--- config.mk ---
export PLATFORM = sky130hd
export DESIGN_NAME = i2c_master
export DESIGN_NICKNAME = d
export VERILOG_FILES = /design/src/rtl/i2c_master.sv
export SDC_FILE = /design/constraint.sdc
export NUM_CORES = 1
export LEC_CHECK = 0
export ABC_AREA = 1
export CAP_MARGIN = 25
export CELL_PAD_IN_SITES_DETAIL_PLACEMENT = 2
export CELL_PAD_IN_SITES_GLOBAL_PLACEMENT = 2
export CORE_MARGIN = 1
export CORE_UTILIZATION = 30
export CTS_BUF_LIST = sky130_fd_sc_hd__clkbuf_4
export DETAILED_ROUTE_END_ITERATION = 7
export GPL_TIMING_DRIVEN = 0
export PLACE_DENSITY_LB_ADDON = 0.1
export SKIP_LAST_GASP = 1
export SLEW_MARGIN = 20
export SYNTH_ARGS = -nofsm -noshare
export SYNTH_HDL_FRONTEND = slang
export SYNTH_SLANG_ARGS = --single-unit
--- constraint.sdc ---
create_clock -name clk -period 2.68 [get_ports clk]
set_input_delay 0.402 -clock clk [delete_from_list [all_inputs] [get_ports clk]]
set_output_delay 0.402 -clock clk [all_outputs]
set_load 0.005 [all_outputs]
--- src/rtl/i2c_master.sv ---
// i2c_master: single-byte I2C bus master (7-bit address + R/W, one data byte written or read)
// Ports:
//   clk, rst          system clock, asynchronous active-high reset
//   start             request a transaction (accepted only in IDLE, not in the done cycle)
//   rw, addr, din     direction, slave address and write byte, latched on accepted start
//   sda_in            resolved SDA bus level
//   scl               SCL output
//   sda_en, sda_out   open-drain SDA drive: sda_out is driven only while sda_en=1
//   dout              byte received by the last completed read
//   busy              transaction in progress
//   ack_err           slave NACKed the address or the write data
//   done              one-cycle pulse at the end of a transaction
module i2c_master #(
    parameter int CLK_FREQ = 125000000,
    parameter int I2C_FREQ = 312500
) (
    input  logic       clk,
    input  logic       rst,
    input  logic       start,
    input  logic       rw,
    input  logic [6:0] addr,
    input  logic [7:0] din,
    input  logic       sda_in,
    output logic       scl,
    output logic       sda_en,
    output logic       sda_out,
    output logic [7:0] dout,
    output logic       busy,
    output logic       ack_err,
    output logic       done
);
    localparam int BIT_CYCLES = CLK_FREQ / I2C_FREQ;
    localparam int QUARTER = BIT_CYCLES / 4;
    localparam int CW = $clog2(BIT_CYCLES);

    typedef enum logic [3:0] {
        IDLE, START, WRITE_ADDR, ADDR_ACK, WRITE_DATA, DATA_ACK, READ_DATA, MASTER_NACK, STOP
    } state_t;

    state_t state;
    logic [CW-1:0] cnt;
    logic [2:0] bit_cnt;
    logic [7:0] tx, rx, din_l;
    logic rw_l;
    logic q_end, h_end, smp, t_end, last;

    // Outputs are registered, so each event fires one cycle early to appear at its phase boundary.
    assign q_end = cnt == CW'(QUARTER - 1);
    assign h_end = cnt == CW'(2 * QUARTER - 1);
    assign smp = cnt == CW'(2 * QUARTER);
    assign t_end = cnt == CW'(3 * QUARTER - 1);
    assign last = cnt == CW'(BIT_CYCLES - 1);

    always_ff @(posedge clk or posedge rst) begin
        if (rst) begin
            state <= IDLE;
            cnt <= '0;
            bit_cnt <= '0;
            tx <= '0;
            rx <= '0;
            din_l <= '0;
            rw_l <= 1'b0;
            scl <= 1'b1;
            sda_en <= 1'b0;
            sda_out <= 1'b1;
            dout <= '0;
            busy <= 1'b0;
            ack_err <= 1'b0;
            done <= 1'b0;
        end else begin
            done <= 1'b0;
            cnt <= (state == IDLE || last) ? '0 : cnt + 1'b1;
            if (state != IDLE && h_end) scl <= 1'b1;
            // STOP ends with SCL high, so it is the only bit that does not pull SCL low at the wrap.
            if (state != IDLE && state != STOP && last) scl <= 1'b0;
            case (state)
                IDLE: begin
                    if (start && !done) begin
                        tx <= {addr, rw};
                        rw_l <= rw;
                        din_l <= din;
                        busy <= 1'b1;
                        ack_err <= 1'b0;
                        sda_en <= 1'b1;
                        sda_out <= 1'b1;
                        state <= START;
                    end
                end
                START: begin
                    if (h_end) sda_out <= 1'b0;
                    if (last) state <= WRITE_ADDR;
                end
                WRITE_ADDR, WRITE_DATA: begin
                    if (q_end) begin
                        sda_en <= 1'b1;
                        sda_out <= tx[7];
                    end
                    if (last) begin
                        tx <= {tx[6:0], 1'b0};
                        bit_cnt <= bit_cnt + 1'b1;
                        if (bit_cnt == 3'd7) state <= (state == WRITE_ADDR) ? ADDR_ACK : DATA_ACK;
                    end
                end
                ADDR_ACK: begin
                    if (q_end) sda_en <= 1'b0;
                    if (smp && sda_in) ack_err <= 1'b1;
                    // ack_err was cleared on start, so here it reflects only the address ACK slot.
                    if (last) begin
                        if (ack_err) begin
                            sda_en <= 1'b1;
                            sda_out <= 1'b0;
                            state <= STOP;
                        end else if (rw_l) begin
                            state <= READ_DATA;
                        end else begin
                            tx <= din_l;
                            state <= WRITE_DATA;
                        end
                    end
                end
                DATA_ACK, MASTER_NACK: begin
                    if (q_end) sda_en <= 1'b0;
                    if (state == DATA_ACK && smp && sda_in) ack_err <= 1'b1;
                    if (last) begin
                        sda_en <= 1'b1;
                        sda_out <= 1'b0;
                        state <= STOP;
                    end
                end
                READ_DATA: begin
                    if (q_end) sda_en <= 1'b0;
                    if (smp) rx <= {rx[6:0], sda_in};
                    if (last) begin
                        bit_cnt <= bit_cnt + 1'b1;
                        if (bit_cnt == 3'd7) begin
                            dout <= rx;
                            state <= MASTER_NACK;
                        end
                    end
                end
                STOP: begin
                    if (t_end) begin
                        sda_en <= 1'b0;
                        sda_out <= 1'b1;
                    end
                    if (last) begin
                        done <= 1'b1;
                        busy <= 1'b0;
                        state <= IDLE;
                    end
                end
                default: state <= IDLE;
            endcase
        end
    end
endmodule

==> flow_metrics.py <==
metrics = {
    "power": {
        "p_leak_nw": 1.67,
        "p_per_area_nw_per_um2": 378,
        "irDropWorstVdd_uv": 217,
    },
    "clock_network": {
        "cts_sinks": 55,
        "cts_setup_buffers": 0,
        "numCtsBuffers": 5,
        "holdBufCountCts": 0,
        "cts_tree": "built",
        "cts_max_level": 2,
        "clock_latency_ns": 0.40,
        "root_buffer": "clkbuf_4",
        "cts_resized": 0,
        "path_clk_slew_ns": 0.18,
        "cts_max_path_buffers": 2,
    },
    "sta": {
        "setup_viol": 0,
        "relSlewSlack_pct": 73.8,
        "fin_crit_sh_pct": 70.0,
        "rsz0062_at_grt": "false",
        "drv_slew": 0,
        "hold_viol": 0,
        "min_period_ns": 1.88,
        "tightest_slew_ns": 0.392,
        "fmax_ghz": 0.533,
        "clock_skew_ns": 0.0156,
        "hold_ws_ns": 0.297,
    },
    "global_routing": {
        "grt_pass1_vias": 2732,
        "globalRouteTotalUtil_pct": 17.5,
        "grt_start_max_net_pins": 32,
        "antenna_found_initial": 0,
        "grt_overflow": 0,
        "grt_pass1_wl_um": 13600,
    },
    "cells_and_area": {
        "nets": 436,
        "area_growth_pct": 19.4,
        "final_cell_mix": "nand2_1, dfrtp_1, inv_1",
        "instances_no_fill": 524,
        "layout-drive-gt1-share_pct": 9.20,
        "multi_input_area_um2": 1250,
        "antennaDiodeCount": 0,
        "fillers": 1097,
        "seq_area_um2": 1380,
        "final_common_cell": "nand2_1",
    },
    "yosys": {
        "synth.distinct_cells": 28,
        "yosysSeqAreaShare_pct": 48.7,
        "synth-main-ff-cell": "dfrtp_1",
        "syn_inst": 371,
        "syn-num-nets": 395,
        "syn_avg_cell_area_um2": 7.63,
        "synth_area_um2": 2830,
        "ys_seq_elements": 55,
        "synth_edf_count": 0,
        "yosys_warnings": 0,
        "async_reset_ff_share_pct": 100,
    },
    "floorplan": {
        "initial_utilization_pct": 30.8,
        "core_um2": 9200,
        "ioPinCount": 34,
        "fp.dieW_um": 99.1,
        "die_area_um2": 9820,
        "std_cell_rows": 35,
        "die_height_um": 99.1,
    },
    "drt": {
        "dr.first_iter.drc_count": 39,
        "via_per_inst": 4.85,
        "num_vias": 2539,
        "wl_um": 7920,
        "drc": 0,
        "antenna_left": 0,
        "routedWlPerCell_um": 15.1,
        "first_pass_iters": 2,
    },
    "worst_setup_path": {
        "critical_path_depth": 1,
        "crit_fanout": 2,
        "reg2reg_depth": 8,
        "timing.rr.start": "cnt[0]$_DFF_PP0_",
        "critPathRequiredTime_ns": 2.28,
        "path_cells": "clkdlybuf4s50_1",
        "cp-endpoint": "scl",
        "crit_slowest_cell": "dfstp_2",
        "r2r-end": "tx[6]$_DFFE_PP0P_",
        "cp.arrival_ns": 1.47,
        "crit_buf_inv": 1,
        "criticalPathCategory": "reg2out",
        "critPathTopFamily": "flip-flops",
        "cp-end-kind": "primary output",
        "r2r_slack_ns": 0.80,
        "critPathLaunchType": "register",
        "cp-startpoint": "scl$_DFFE_PP1P_",
        "slowest_delay_ns": 0.58,
    },
    "worst_hold_path": {
        "hp-class": "in2async",
    },
    "placement": {
        "placedCellCount": 516,
        "port_buffers": 33,
        "dp_hpwl_um": 6080,
        "place_congestion": 0.811,
    },
    "job": {
        "drv_cap": 0,
    },
    "outcome": {
        "status": "complete, no violations",
    },
}
-- worst min-delay path by stage --
stage	cells past startpoint	end	start
floorplan	2	tx[0]$_DFFE_PP0P_	tx[0]$_DFFE_PP0P_
global placement	2	tx[5]$_DFFE_PP0P_	tx[5]$_DFFE_PP0P_
detailed placement	2	sda_out$_DFFE_PP1P_	sda_out$_DFFE_PP1P_
CTS	2	done$_DFF_PP0_	rst
global route	2	done$_DFF_PP0_	rst
finish	2	done$_DFF_PP0_	rst
-- state kept, by name, indices dropped and copies added (netlist names), 3 cells and up --
name,flops
bit_cnt,3
din_l,8
dout,8
cnt,9
rx,8
state,4
tx,8
-- layer usage --
layer	up-vias	wire (µm)	GRT usage [%]
met5	-	0	0
met1	1265	3800	23.6
met4	0	80	4.52
met2	19	3890	29.7
li1	1247	-	-
met3	8	139	2.60
-- where the power goes --
| group | internal (W) | total (W) | switching [W] |
|---|---|---|---|
| logic | 0.0000304 | 0.0000567 | 0.0000263 |
| registers | 0.000831 | 0.000831 | 0 |
| clock network | 0.000101 | 0.000389 | 0.000288 |
| total | 0.000962 | 0.00128 | 0.000315 |
-- layout make-up --
cell class | instances | share of cell area, %
Multi-Input combinational cell | 265 | 37.1
Timing Repair Buffer | 34 | 10.4
Clock buffer | 5 | 1.11
Buffer | 3 | 0.444
Inverter | 48 | 5.48
Clock inverter | 3 | 0.593
Tap cell | 111 | 4.11
Sequential cell | 55 | 40.8
-- stage by stage --
stage	instance area, µm²	total power [W]	utilization, %	TNS (ns)	setup WS (ns)
floorplan	2830	0.000864	-	0	0.938
global placement	3300	0.000900	35.9	-15.60	-0.297
detailed placement	3320	0.000904	36.1	0	0.711
CTS	3380	0.00130	36.7	0	0.750
global route	3380	0.00133	36.7	0	0.607
finish	3380	0.00128	36.7	0	0.804
-- Yosys cell counts, types with 4 or more instances --
cell,count,area share (%)
nand2_1,145,19
nor2_1,29,3.8
inv_2,7,0.93
a21oi_1,6,1.1
o21ai_1,12,2.1
ha_1,4,1.8
inv_1,37,4.9
nor2_4,4,1.6
nand3_1,31,5.5
o21ai_0,13,2.3
dfrtp_1,53,47
-- kinds of logic (layout without fill, tap and decap cells) --
group           Yosys count  in the layout  share of synthesized area (%)
xor+xnor                  1              1                          0.310
buf+inv                  51             93                           6.99
fa+ha+maj                 4              4                           1.77
simple gates            223            223                           34.8
flops                    55             55                           48.7
compound gates           37             37                           7.43
(Power assumes the default switching activity.)
